### src/rtl/rmii_pkg.sv
// Shared constants, state encoding and CRC helper for the RMII transmit path.
// The FCS option is enabled by defining RMII_SEND_CRC_EN.
package rmii_pkg;

  localparam logic [7:0]  RMII_PREAMBLE_BYTE  = 8'h55;
  localparam logic [7:0]  RMII_SFD_BYTE       = 8'hD5;
  localparam int          RMII_PREAMBLE_LEN   = 7;
  localparam int          RMII_DIBIT_HOLD_10M = 10;
  localparam logic [31:0] RMII_CRC_POLY       = 32'hEDB88320;
  localparam logic [31:0] RMII_CRC_INIT       = 32'hFFFFFFFF;

  typedef enum logic [2:0] {
    ST_IDLE,
    ST_FETCH,
    ST_PREAMBLE,
    ST_SFD,
    ST_DATA,
`ifdef RMII_SEND_CRC_EN
    ST_CRC,
`endif
    ST_IFG
  } tx_state_e;

`ifdef RMII_SEND_CRC_EN
  // Reflected CRC-32 advanced by one byte, LSB first.
  function automatic logic [31:0] crc32_byte(input logic [31:0] crc, input logic [7:0] data);
    logic [31:0] r;
    r = crc ^ {24'h0, data};
    for (int i = 0; i < 8; i++) begin
      r = r[0] ? ((r >> 1) ^ RMII_CRC_POLY) : (r >> 1);
    end
    return r;
  endfunction
`endif

endpackage

### src/rtl/rmii_send_byte.sv
// Byte-to-dibit serializer: shifts a loaded byte out LSB pair first, holding each
// dibit 1 clk (100M) or RMII_DIBIT_HOLD_10M clks (10M); need_next_o marks the final cycle.
module rmii_send_byte
  import rmii_pkg::*;
(
  input  logic       clk,
  input  logic       rst,
  input  logic       fast_i,
  input  logic       load_i,
  input  logic [7:0] byte_i,
  output logic [1:0] dibit_o,
  output logic       tx_en_o,
  output logic       need_next_o
);

  localparam logic [3:0] HOLD_LAST = 4'(RMII_DIBIT_HOLD_10M - 1);

  logic [7:0] shreg_q, shreg_d;
  logic [1:0] dib_cnt_q, dib_cnt_d;
  logic [3:0] hold_q, hold_d;
  logic       active_q, active_d;
  logic       dibit_end;

  assign dibit_end   = fast_i || (hold_q == HOLD_LAST);
  assign need_next_o = active_q && (dib_cnt_q == 2'd3) && dibit_end;
  assign dibit_o     = active_q ? shreg_q[1:0] : 2'b00;
  assign tx_en_o     = active_q;

  always_comb begin
    shreg_d   = shreg_q;
    dib_cnt_d = dib_cnt_q;
    hold_d    = hold_q;
    active_d  = active_q;
    if (load_i) begin
      shreg_d   = byte_i;
      dib_cnt_d = 2'd0;
      hold_d    = 4'd0;
      active_d  = 1'b1;
    end else if (active_q) begin
      // Without a reload on the final cycle the line goes idle next edge.
      if (need_next_o) begin
        active_d = 1'b0;
      end else if (dibit_end) begin
        hold_d    = 4'd0;
        shreg_d   = {2'b00, shreg_q[7:2]};
        dib_cnt_d = dib_cnt_q + 2'd1;
      end else begin
        hold_d = hold_q + 4'd1;
      end
    end
  end

  always_ff @(posedge clk) begin
    if (rst) begin
      shreg_q   <= 8'h00;
      dib_cnt_q <= 2'd0;
      hold_q    <= 4'd0;
      active_q  <= 1'b0;
    end else begin
      shreg_q   <= shreg_d;
      dib_cnt_q <= dib_cnt_d;
      hold_q    <= hold_d;
      active_q  <= active_d;
    end
  end

endmodule

### src/rtl/rmii_send_mem.sv
// Reads a frame from synchronous packet memory and transmits it on RMII with
// preamble, SFD, optional FCS (RMII_SEND_CRC_EN) and inter-frame gap.
module rmii_send_mem
  import rmii_pkg::*;
#(
  parameter int L         = 8,
  parameter int IFG_BYTES = 12
) (
  input  logic         clk,
  input  logic         rst,
  input  logic         fast_eth,
  input  logic         start,
  input  logic [L-1:0] offset,
  input  logic [L-1:0] len,
  output logic [L-1:0] addr,
  input  logic [7:0]   rdata,
  output logic [1:0]   rm_tx_data,
  output logic         rm_tx_en,
  output logic         busy,
  output logic         rdy
);

  localparam logic [15:0] GAP_LAST_100 = 16'(IFG_BYTES * 4 - 1);
  localparam logic [15:0] GAP_LAST_10  = 16'(IFG_BYTES * 4 * RMII_DIBIT_HOLD_10M - 1);

  tx_state_e    state_q, state_d;
  logic         fast_q, fast_d;
  logic [L-1:0] len_q, len_d;
  logic [L-1:0] addr_q, addr_d;
  logic [L-1:0] byte_cnt_q, byte_cnt_d;
  logic [15:0]  gap_cnt_q, gap_cnt_d;
  logic [15:0]  gap_last;
  logic         gap_done, more_data;
  logic         load, need_next;
  logic [7:0]   load_byte;
`ifdef RMII_SEND_CRC_EN
  logic [31:0]  crc_q, crc_d, fcs_sh;
  assign fcs_sh = ~crc_q >> {byte_cnt_q[1:0], 3'b000};
`endif

  assign gap_last  = fast_q ? GAP_LAST_100 : GAP_LAST_10;
  assign gap_done  = (state_q == ST_IFG) && (gap_cnt_q == gap_last);
  // Another data byte follows the one being loaded now, so advance the read address.
  assign more_data = ((L+1)'(byte_cnt_q) + (L+1)'(1)) < (L+1)'(len_q);
  assign addr      = addr_q;
  assign rdy       = gap_done;
  assign busy      = (state_q != ST_IDLE) && !gap_done;

  always_comb begin
    state_d    = state_q;
    fast_d     = fast_q;
    len_d      = len_q;
    addr_d     = addr_q;
    byte_cnt_d = byte_cnt_q;
    gap_cnt_d  = gap_cnt_q;
    load       = 1'b0;
    load_byte  = 8'h00;
`ifdef RMII_SEND_CRC_EN
    crc_d      = crc_q;
`endif
    case (state_q)
      ST_IDLE: if (start) begin
        state_d = ST_FETCH;
        fast_d  = fast_eth;
        len_d   = len;
        addr_d  = offset;
`ifdef RMII_SEND_CRC_EN
        crc_d   = RMII_CRC_INIT;
`endif
      end
      ST_FETCH: begin
        if (len_q == '0) begin
          state_d   = ST_IFG;
          gap_cnt_d = gap_last;
        end else begin
          load       = 1'b1;
          load_byte  = RMII_PREAMBLE_BYTE;
          byte_cnt_d = L'(1);
          state_d    = ST_PREAMBLE;
        end
      end
      ST_PREAMBLE: if (need_next) begin
        load = 1'b1;
        if (byte_cnt_q == L'(RMII_PREAMBLE_LEN)) begin
          load_byte = RMII_SFD_BYTE;
          state_d   = ST_SFD;
        end else begin
          load_byte  = RMII_PREAMBLE_BYTE;
          byte_cnt_d = byte_cnt_q + L'(1);
        end
      end
      ST_SFD: if (need_next) begin
        load       = 1'b1;
        load_byte  = rdata;
        byte_cnt_d = L'(1);
        state_d    = ST_DATA;
        if (len_q > L'(1)) addr_d = addr_q + L'(1);
`ifdef RMII_SEND_CRC_EN
        crc_d = crc32_byte(crc_q, rdata);
`endif
      end
      ST_DATA: if (need_next) begin
        if (byte_cnt_q == len_q) begin
`ifdef RMII_SEND_CRC_EN
          load       = 1'b1;
          load_byte  = ~crc_q[7:0];
          byte_cnt_d = L'(1);
          state_d    = ST_CRC;
`else
          state_d   = ST_IFG;
          gap_cnt_d = 16'd0;
`endif
        end else begin
          load       = 1'b1;
          load_byte  = rdata;
          byte_cnt_d = byte_cnt_q + L'(1);
          if (more_data) addr_d = addr_q + L'(1);
`ifdef RMII_SEND_CRC_EN
          crc_d = crc32_byte(crc_q, rdata);
`endif
        end
      end
`ifdef RMII_SEND_CRC_EN
      ST_CRC: if (need_next) begin
        if (byte_cnt_q == L'(4)) begin
          state_d   = ST_IFG;
          gap_cnt_d = 16'd0;
        end else begin
          load       = 1'b1;
          load_byte  = fcs_sh[7:0];
          byte_cnt_d = byte_cnt_q + L'(1);
        end
      end
`endif
      ST_IFG: begin
        if (gap_done) state_d = ST_IDLE;
        else          gap_cnt_d = gap_cnt_q + 16'd1;
      end
      default: state_d = ST_IDLE;
    endcase
  end

  always_ff @(posedge clk) begin
    if (rst) begin
      state_q    <= ST_IDLE;
      fast_q     <= 1'b0;
      len_q      <= '0;
      addr_q     <= '0;
      byte_cnt_q <= '0;
      gap_cnt_q  <= 16'd0;
`ifdef RMII_SEND_CRC_EN
      crc_q      <= RMII_CRC_INIT;
`endif
    end else begin
      state_q    <= state_d;
      fast_q     <= fast_d;
      len_q      <= len_d;
      addr_q     <= addr_d;
      byte_cnt_q <= byte_cnt_d;
      gap_cnt_q  <= gap_cnt_d;
`ifdef RMII_SEND_CRC_EN
      crc_q      <= crc_d;
`endif
    end
  end

  rmii_send_byte u_ser (
    .clk         (clk),
    .rst         (rst),
    .fast_i      (fast_q),
    .load_i      (load),
    .byte_i      (load_byte),
    .dibit_o     (rm_tx_data),
    .tx_en_o     (rm_tx_en),
    .need_next_o (need_next)
  );

endmodule

### config.mk
export PLATFORM = sky130hd
export DESIGN_NAME = rmii_send_mem
export DESIGN_NICKNAME = d
export VERILOG_FILES = /design/src/rtl/rmii_pkg.sv /design/src/rtl/rmii_send_byte.sv /design/src/rtl/rmii_send_mem.sv
export SDC_FILE = /design/constraint.sdc
export NUM_CORES = 1
export LEC_CHECK = 0
export CORE_MARGIN = 3
export CORE_UTILIZATION = 25
export CTS_CLUSTER_DIAMETER = 100
export DETAILED_ROUTE_END_ITERATION = 10
export PLACE_DENSITY = 0.46
export RECOVER_POWER = 25
export SLEW_MARGIN = 5
export SYNTH_ARGS = -nofsm -noshare
export SYNTH_HDL_FRONTEND = slang
export SYNTH_SLANG_ARGS = --single-unit
### constraint.sdc
create_clock -name clk -period 2.6 [get_ports clk]
set_clock_uncertainty 0.05 [all_clocks]
set_input_delay 0.26 -clock clk [delete_from_list [all_inputs] [get_ports clk]]
set_output_delay 0.26 -clock clk [all_outputs]
set_load 0.01 [all_outputs]
==> results of run 1 <==
-- layer usage --
metal | track usage | up-vias | wire length (um)
li1 | - | 1892 | -
met1 | 0.1994 | 1754 | 5606
met3 | 0.02833 | 11 | 538
met4 | 0.05680 | 0 | 193
met5 | 0 | - | 0
met2 | 0.2175 | 89 | 4897
-- worst min-delay path by stage --
stage / slack, ps / endpoint / startpoint / cells past startpoint
6_report: 420 / u_ser.shreg_q[1]$_SDFFE_PP0P_ / rst / 2
5_1_grt: 440 / u_ser.shreg_q[4]$_SDFFE_PP0P_ / u_ser.shreg_q[4]$_SDFFE_PP0P_ / 2
4_1_cts: 420 / u_ser.shreg_q[1]$_SDFFE_PP0P_ / rst / 2
3_5_place_dp: 410 / u_ser.dib_cnt_q[1]$_SDFFE_PP0P_ / u_ser.dib_cnt_q[1]$_SDFFE_PP0P_ / 2
3_3_place_gp: 400 / u_ser.dib_cnt_q[1]$_SDFFE_PP0P_ / u_ser.dib_cnt_q[1]$_SDFFE_PP0P_ / 2
2_1_floorplan: 350 / fast_q$_SDFFE_PP0P_ / fast_eth / 2
-- layout make-up --
class                   instances  area [um2]  share of cell area
flip-flops and latches         59        1195              0.2380
inverters                      16       60.06             0.01196
repair buffers                 77       699.4              0.1393
multi-input cells             386        2550              0.5080
clock inverters                 1       5.005           0.0009970
clock buffers                  14       285.3             0.05683
well taps                     180       225.2             0.04487
-- timing repair --
action,CTS,global route
cloned,1,0
setup buffers,0,0
endpoints found under the setup margin,10,11
resized for setup,23,8
pin swaps,10,3
-- cells by family (layout without fill, tap and decap cells) --
group / count (synthesis) / after routing / share of synthesized area
AND/OR/NAND/NOR: 213 / 213 / 0.2910
AO/OA/AOI/OAI: 143 / 143 / 0.2519
flip-flops: 59 / 59 / 0.3187
buffers and inverters: 41 / 108 / 0.04962
adder cells (fa/ha/maj): 15 / 15 / 0.05064
XOR/XNOR: 10 / 10 / 0.02363
multiplexers: 5 / 5 / 0.01452
-- report_power, final --
group          switching, uW  total [uW]  internal, uW
clock network            414        1160           748
logic                   1130        2070           940
registers                247        1370          1130
-- synthesized netlist by cell type, types with 3 or more instances --
cell / number
nand2b_1: 12
and2_1: 9
o21a_1: 3
o31ai_1: 7
a21oi_1: 51
and3_1: 4
ha_1: 15
or2_2: 7
inv_1: 15
o22ai_1: 3
nand3_1: 18
nor2_1: 47
nand4_1: 7
nor2b_1: 9
o32ai_1: 4
buf_2: 3
nor3_1: 17
a211o_1: 5
nand2_1: 57
a31oi_1: 5
nor4_1: 6
mux2_2: 3
buf_6: 3
xnor2_1: 6
a22oi_1: 7
clkbuf_1: 18
a311oi_1: 5
o21ai_0: 25
a211oi_1: 5
xor2_1: 4
dfxtp_1: 59
-- flip-flops by register name (all words and copies together) (netlist names) --
register         cells
byte_cnt_q           8
len_q                8
u_ser.tx_en_o        1
state_q              3
addr                 8
gap_cnt_q           16
u_ser.shreg_q        8
u_ser.hold_q         4
u_ser.dib_cnt_q      2
fast_q               1
-- per-stage QoR --
stage | hold slack [ps] | power [uW] | utilization | setup slack (ps)
2_1_floorplan | 346.0 | 2576 | - | 9.124
3_3_place_gp | 398.6 | 3269 | 0.3210 | -123.3
3_5_place_dp | 408.1 | 3289 | 0.3210 | -144.1
4_1_cts | 415.4 | 4644 | 0.3515 | -107.0
5_1_grt | 437.2 | 4949 | 0.3534 | -256.5
6_report | 416.3 | 4606 | 0.3534 | -134.1
==> flow_summary.yaml, run 1 <==
sta:
  timing.fmax_mhz: 365.7
  finalCriticalPeriod_ps: 2734
  period_share: 1.052
  worst_slack_ps: -134.1
  report.final.setup_viol: 8
  maxSlewHeadroom: 0.5139
  final_max_slew_viol_count: 0
  final.setup.tns_ps: -686.6
  tightestPinTransition_ps: 729.1
  hold_viol: 0
  rsz0062_at_grt: "true"
setup_path:
  reg2reg_slack_ps: -130
  cp_data_arrival_time_ps: 2880
  worst-path-buf-inv: 1
  critical_path.reg2reg.startpoint: "byte_cnt_q[0]$_SDFFE_PP0P_"
  cp_max_fo: 6
  crit_path_max_delay_family: "compound AO/OA/AOI/OAI gates"
  cpPeakStageDelay_ps: 370
  crit_path_end: "addr[1]$_SDFFE_PP0P_"
  cpMostUsedCell: "ha_4"
  cp_slowest_cell: "dfxtp_4"
  cp.required_ps: 2740
  path_depth: 12
  critical_path.startpoint_type: "flop"
  cp-end-kind: "flop"
  timing.critical_path.from: "byte_cnt_q[0]$_SDFFE_PP0P_"
  crit_type: "flop to flop"
  r2r.worst_path.cells: 12
  critical_r2r_capture: "addr[1]$_SDFFE_PP0P_"
  crit_path_cell_trace: "ha_4 -> and3_4 -> nand3_4 -> and2_4 -> or2_4 -> ha_4 -> a2111oi_4 -> a211oi_2 -> a211o_4 -> buf_12 -> mux2i_2 -> nor2_1"
logic_synthesis:
  total_number_of_yosys_warnings: 0
  synth.area.top_cells: "dfxtp_1 32%, a21oi_1 6.9%, nand2_1 5.8%"
  synth_area_per_cell_um2: 7.626
  synth.net_count: 529
  edff_count_synth: 0
  synth-seq-cells: 59
  synth.top_cell.area_share: 0.3187
  synth_cells: 486
  netlist_area_um2: 3706
  yosysUniqueCellTypes: 63
  asyncSetResetFlopFracSynth: 0
  ys.flop_type: "dfxtp_1"
  synth_area_leader_cell: "dfxtp_1"
  yosysSeqAreaShare: 0.3187
die:
  fp-row-count: 43
  pin_count: 41
  initial_utilization: 0.2609
  floorplan.die.height_um: 127.8
  core_region_area_um2: 14200
  fp.dieArea_um2: 16320
  fp.dieW_um: 127.8
route:
  post-route-drc-count: 0
  routed_wl_um: 11240
  postRouteAntennaNets: 0
  drt_first_iter_violations: 187
  via_per_inst: 5.111
  route.detailed.wl_per_inst_um: 15.33
  drt_pre_antenna_iters: 4
  vias: 3746
cells_and_area:
  nNetsFinal: 592
  syn_to_final_growth_pct: 35.45
  final_cells: 733
  postLayoutCellArea_um2: 5020
  mostFrequentLayoutCells: "57 x nand2_1, 54 x dfxtp_1, 47 x nor2_1, 47 x a21oi_1, 34 x buf_4"
  layout.cells.most_common: "nand2_1"
  antennaDiodeCount: 0
  nFillCells: 1536
  post_route_cells_drive_above_1_share: 0.1953
global_routing:
  grt.overflow.total: 0
  grt_first_pass_wirelength_um: 19020
  pin_count_of_the_biggest_net_entering_global_routing: 37
  global_route.usage.total: 0.1433
  grt_antenna_before_repair: 0
  grt_pass1_vias: 3738
placed_design:
  place.gp.congestion: 0.8504
  cell_area_after_placement_um2: 4559
  numPlacedInstances: 717
  detailedPlacementHpwl_um: 8133
  numPortBuffers: 40
clock_network:
  clk-insertion-delay-late_ps: 330
  ctsRootBufferMaster: "clkbuf_16"
  cts-hold-fix-buffers: 0
  clockBufferDepth: 2
  htreeDepth: 3
  clock_sink_count: 59
  clkSlewWorstSetupHoldPaths_ps: 50
  tritoncts.num_buffers: 9
  cts_tree: "done"
run_status:
  failed_checks: "setup timing"
  outcome: "finished with violations"
power:
  power-per-cell-area_nw_per_um2: 917.5
  power.ir.vdd_worst_mv: 0.3784
  p_leak_uw: 0.001878
run:
  max-cap-violations: 0
worst_hold_path:
  hp-class: "primary input to flop"
Power figures use the tool's default switching activity.
==> inputs of run 2 (changes only) <==
--- a/config.mk
+++ b/config.mk
@@ -7,8 +7,10 @@
 export LEC_CHECK = 0
 export CORE_MARGIN = 3
 export CORE_UTILIZATION = 25
+export CTS_BUF_LIST = sky130_fd_sc_hd__clkbuf_8
 export CTS_CLUSTER_DIAMETER = 100
 export DETAILED_ROUTE_END_ITERATION = 10
+export HOLD_SLACK_MARGIN = 0.05
 export PLACE_DENSITY = 0.46
 export RECOVER_POWER = 25
 export SLEW_MARGIN = 5
==> flow_summary.yaml, run 2 (synthesized netlist as in run 1, its figures left out) <==
cells_and_area:
  mostFrequentLayoutCells: "57 x nand2_1, 54 x dfxtp_1, 49 x a21oi_1, 47 x nor2_1, 34 x buf_4"
  antennaDiodeCount: 0
  top_register: "gap_cnt_q"
  layout.cells.most_common: "nand2_1"
  nNetsFinal: 592
  postLayoutCellArea_um2: 4882
  final_cells: 733
  post_route_cells_drive_above_1_share: 0.1826
  max_ffs_per_register: 16
  syn_to_final_growth_pct: 31.74
run_status:
  failed_checks: "setup timing"
  outcome: "finished with violations"
sta:
  report.final.setup_viol: 8
  final_max_slew_viol_count: 0
  fin_hold_ws_ps: 384.6
  hold_viol: 0
  rsz0062_at_grt: "true"
  maxSlewHeadroom: 0.4890
  timing.fmax_mhz: 368.1
  tightestPinTransition_ps: 766.4
  finalCriticalPeriod_ps: 2717
  worst_slack_ps: -117.0
  period_share: 1.045
setup_path:
  cp-end-kind: "flop"
  cp_data_arrival_time_ps: 2890
  cpMostUsedCell: "ha_4"
  cp_slowest_cell: "dfxtp_4"
  crit_type: "flop to flop"
  crit_path_max_delay_family: "compound AO/OA/AOI/OAI gates"
  cp_max_fo: 6
  critical_path.startpoint_type: "flop"
  cp.required_ps: 2770
  crit_path_cell_trace: "ha_4 -> and3_4 -> nand3_4 -> and2_4 -> or2_4 -> ha_4 -> a2111oi_4 -> a211oi_2 -> a211o_4 -> buf_12 -> mux2i_2 -> nor2_1"
  cpPeakStageDelay_ps: 370
  worst-path-buf-inv: 1
global_routing:
  pin_count_of_the_biggest_net_entering_global_routing: 37
  grt.overflow.total: 0
  grt_pass1_vias: 3706
  grt_antenna_before_repair: 0
  grt_first_pass_wirelength_um: 18920
  global_route.usage.total: 0.1426
route:
  vias: 3752
  routed_wl_um: 11200
  drt_pre_antenna_iters: 4
  via_per_inst: 5.119
  post-route-drc-count: 0
  route.detailed.wl_per_inst_um: 15.28
  drt_first_iter_violations: 204
  postRouteAntennaNets: 0
clock_network:
  clkSlewWorstSetupHoldPaths_ps: 70
  clock_sink_count: 59
  clockBufferDepth: 2
  htreeDepth: 3
  ctsRootBufferMaster: "clkbuf_8"
  clk-insertion-delay-late_ps: 360
  tritoncts.num_buffers: 9
  cts_tree: "done"
power:
  power-per-cell-area_nw_per_um2: 870.1
  power.ir.vdd_worst_mv: 0.2752
  report.power.total_uw: 4248
  p_leak_uw: 0.001829
placed_design:
  place.gp.congestion: 0.8504
  numPlacedInstances: 717
  detailedPlacementHpwl_um: 8133
  numPortBuffers: 40
  cell_area_after_placement_um2: 4559
die:
  fp.dieW_um: 127.8
  initial_utilization: 0.2609
  fp.dieArea_um2: 16320
  fp-row-count: 43
  floorplan.die.height_um: 127.8
  pin_count: 41
  core_region_area_um2: 14200
worst_hold_path:
  hp-class: "primary input to flop"
run:
  max-cap-violations: 0
==> run 2: what timing repair did <==
item                       CTS  global route
gates resized for setup     16             8
hold buffers                 0             0
setup buffers                0             0
setup endpoints to repair   10            12
pin swaps                    8             3
gates cloned                 1             0
==> run 2: layout make-up <==
class	count	area (um2)
multi-input combinational	386	2509
inverter	16	60.06
timing repair buffer	77	699.4
sequential	59	1195
clock buffer	11	151.4
tap	180	225.2
clock inverter	4	42.54
fill	1547	9321
==> run 2: power breakdown <==
part           internal, uW  switching, uW
clock                   481            378
sequential             1120            246
combinational           914           1110
==> run 2: stage by stage <==
stage | util | worst slack [ps] | setup TNS (ps)
floorplan | - | 9.124 | 0
global placement | 0.3210 | -123.3 | -771.2
detailed placement | 0.3210 | -144.1 | -1017
CTS | 0.3418 | -102.7 | -631.8
global route | 0.3437 | -245.8 | -1609
finish | 0.3437 | -117.0 | -648.0
==> run 2: worst paths after layout <==
path,end,from,cells past startpoint,slack (ps)
worst max-delay path,addr[1]$_SDFFE_PP0P_,byte_cnt_q[0]$_SDFFE_PP0P_,12,-120
worst min-delay path,u_ser.shreg_q[1]$_SDFFE_PP0P_,rst,2,380
worst max register to register,addr[1]$_SDFFE_PP0P_,byte_cnt_q[0]$_SDFFE_PP0P_,12,-120
worst min register to register,u_ser.dib_cnt_q[1]$_SDFFE_PP0P_,u_ser.dib_cnt_q[1]$_SDFFE_PP0P_,2,420
==> run 2: per-layer routing <==
layer  GRT usage  up-vias  wire [um]
li1            -     1887          -
met1      0.1979     1768       5631
met2      0.2169       87       4816
met3     0.02833       10        559
met4     0.05618        0        193
met5           0        -          0
==> run 2: worst reg2reg max path, delay by kind of cell (launching register included) <==
family / cells / cell delay (ps)
muxes: 1 / 170
adders and majority gates: 2 / 370
AOI/OAI and AO/OA: 3 / 750
DFF: 1 / 370
and+or+nand+nor: 5 / 730
buffers and inverters: 1 / 150
==> inputs of run 3 (changes only) <==
--- a/config.mk
+++ b/config.mk
@@ -8,12 +8,12 @@
 export CORE_MARGIN = 3
 export CORE_UTILIZATION = 25
 export CTS_BUF_LIST = sky130_fd_sc_hd__clkbuf_8
-export CTS_CLUSTER_DIAMETER = 100
+export CTS_CLUSTER_DIAMETER = 50
 export DETAILED_ROUTE_END_ITERATION = 10
 export HOLD_SLACK_MARGIN = 0.05
 export PLACE_DENSITY = 0.46
 export RECOVER_POWER = 25
-export SLEW_MARGIN = 5
+export SKIP_LAST_GASP = 1
 export SYNTH_ARGS = -nofsm -noshare
 export SYNTH_HDL_FRONTEND = slang
 export SYNTH_SLANG_ARGS = --single-unit
==> flow_summary.yaml, run 3 (synthesized netlist as in run 1, its figures left out) <==
power:
  power.ir.vdd_worst_mv: 0.2750
  p_leak_uw: 0.001829
  power-per-cell-area_nw_per_um2: 870.1
clock_network:
  cts_tree: "done"
  ctsRootBufferMaster: "clkbuf_8"
  cts-hold-fix-buffers: 0
  clkSlewWorstSetupHoldPaths_ps: 70
  clockBufferDepth: 2
  htreeDepth: 3
  clk-insertion-delay-late_ps: 360
  tritoncts.num_buffers: 9
  cts_setup_buffers: 0
  clock_sink_count: 59
placed_design:
  numPortBuffers: 40
  numPlacedInstances: 717
  detailedPlacementHpwl_um: 8133
  place.gp.congestion: 0.8504
setup_path:
  cpMostUsedCell: "ha_4"
  critical_r2r_capture: "addr[1]$_SDFFE_PP0P_"
  crit_path_end: "addr[1]$_SDFFE_PP0P_"
  timing.critical_path.from: "byte_cnt_q[0]$_SDFFE_PP0P_"
  cp_data_arrival_time_ps: 2890
  crit_path_cell_trace: "ha_4 -> and3_4 -> nand3_4 -> and2_4 -> or2_4 -> ha_4 -> a2111oi_4 -> a211oi_2 -> a211o_4 -> buf_12 -> mux2i_2 -> nor2_1"
  cp_max_fo: 6
  crit_type: "flop to flop"
  cp.required_ps: 2770
  cpPeakStageDelay_ps: 370
  critical_path.startpoint_type: "flop"
  reg2reg_slack_ps: -120
  cp_slowest_cell: "dfxtp_4"
  critical_path.reg2reg.startpoint: "byte_cnt_q[0]$_SDFFE_PP0P_"
  r2r.worst_path.cells: 12
  cp-end-kind: "flop"
sta:
  fin_hold_ws_ps: 383.5
  report.final.setup_viol: 8
  timing.fmax_mhz: 368.0
  maxSlewHeadroom: 0.4843
  worst_slack_ps: -117.3
  rsz0062_at_grt: "true"
  finalCriticalPeriod_ps: 2717
  final_max_slew_viol_count: 0
  final.setup.tns_ps: -644.0
  period_share: 1.045
  tightestPinTransition_ps: 773.5
  hold_viol: 0
route:
  drt_first_iter_violations: 200
  post-route-drc-count: 0
  drt_pre_antenna_iters: 4
  vias: 3753
  via_per_inst: 5.120
  routed_wl_um: 11190
  postRouteAntennaNets: 0
  route.detailed.wl_per_inst_um: 15.27
die:
  initial_utilization: 0.2609
  fp.dieW_um: 127.8
  core_region_area_um2: 14200
  fp.dieArea_um2: 16320
  pin_count: 41
  fp-row-count: 43
  floorplan.die.height_um: 127.8
cells_and_area:
  post_route_cells_drive_above_1_share: 0.1826
  nFillCells: 1547
  layout.cells.most_common: "nand2_1"
  mostFrequentLayoutCells: "57 x nand2_1, 54 x dfxtp_1, 49 x a21oi_1, 47 x nor2_1, 34 x buf_4"
  top_register: "gap_cnt_q"
  final_cells: 733
  nNetsFinal: 592
  area_of_the_multi_input_gates_um2: 2509
  antennaDiodeCount: 0
  syn_to_final_growth_pct: 31.74
  max_ffs_per_register: 16
  post-route-util: 0.3437
  layout.area.seq_um2: 1195
global_routing:
  grt.overflow.total: 0
  global_route.usage.total: 0.1426
  grt_first_pass_wirelength_um: 18920
  pin_count_of_the_biggest_net_entering_global_routing: 37
  grt_pass1_vias: 3706
  grt_antenna_before_repair: 0
worst_hold_path:
  hp-class: "primary input to flop"
run_status:
  outcome: "finished with violations"
  failed_checks: "setup timing"
run:
  max-cap-violations: 0
==> run 3: final cells by class <==
cell class,count,share of cell area
flip-flops and latches,59,0.2447
inverters,16,0.01230
multi-input cells,386,0.5138
well taps,180,0.04613
clock inverters,4,0.008713
clock buffers,11,0.03101
repair buffers,77,0.1433
==> run 3: timing repair <==
action / in CTS / in global routing
gates cloned: 1 / 0
pin swaps: 7 / 3
endpoints found under the setup margin: 10 / 12
resized for setup: 16 / 8
==> run 3: where the power goes <==
part	internal [uW]	total, uW	switching, uW
registers	1120	1370	245
clock network	481	860	379
logic	914	2020	1110
total	2520	4250	1730
==> run 3: through the flow <==
stage	cell area (um2)	power, uW	setup slack, ps
6_report	4882	4248	-117.3
5_1_grt	4882	4583	-245.8
4_1_cts	4855	4283	-108.5
3_5_place_dp	4559	3289	-144.1
3_3_place_gp	4559	3269	-123.3
2_1_floorplan	3806	2576	9.124
==> run 3: how the worst min path moves through the flow <==
stage                                                 end  slack, ps  depth (start not counted)                             from
after floorplan                       fast_q$_SDFFE_PP0P_        350                          2                         fast_eth
after global placement    u_ser.dib_cnt_q[1]$_SDFFE_PP0P_        400                          2  u_ser.dib_cnt_q[1]$_SDFFE_PP0P_
after detailed placement  u_ser.dib_cnt_q[1]$_SDFFE_PP0P_        410                          2  u_ser.dib_cnt_q[1]$_SDFFE_PP0P_
after CTS                   u_ser.shreg_q[1]$_SDFFE_PP0P_        370                          2                              rst
after global routing                len_q[1]$_SDFFE_PP0P_        420                          3                           len[1]
final                       u_ser.shreg_q[1]$_SDFFE_PP0P_        380                          2                              rst
==> run 3: metal layers <==
layer,global-route usage,vias to the layer above,wire length (um)
li1,-,1889,-
met3,0.02833,10,584
met5,0,-,0
met2,0.2169,87,4805
met4,0.05618,0,193
met1,0.1979,1767,5609
==> run 3: worst max-delay path: cells and delay by family, from the launching register on <==
kind            cells  cell delay, ps
fa+ha+maj           2             370
compound gates      3             750
buf+inv             1             150
flops               1             370
mux                 1             170
simple gates        5             730
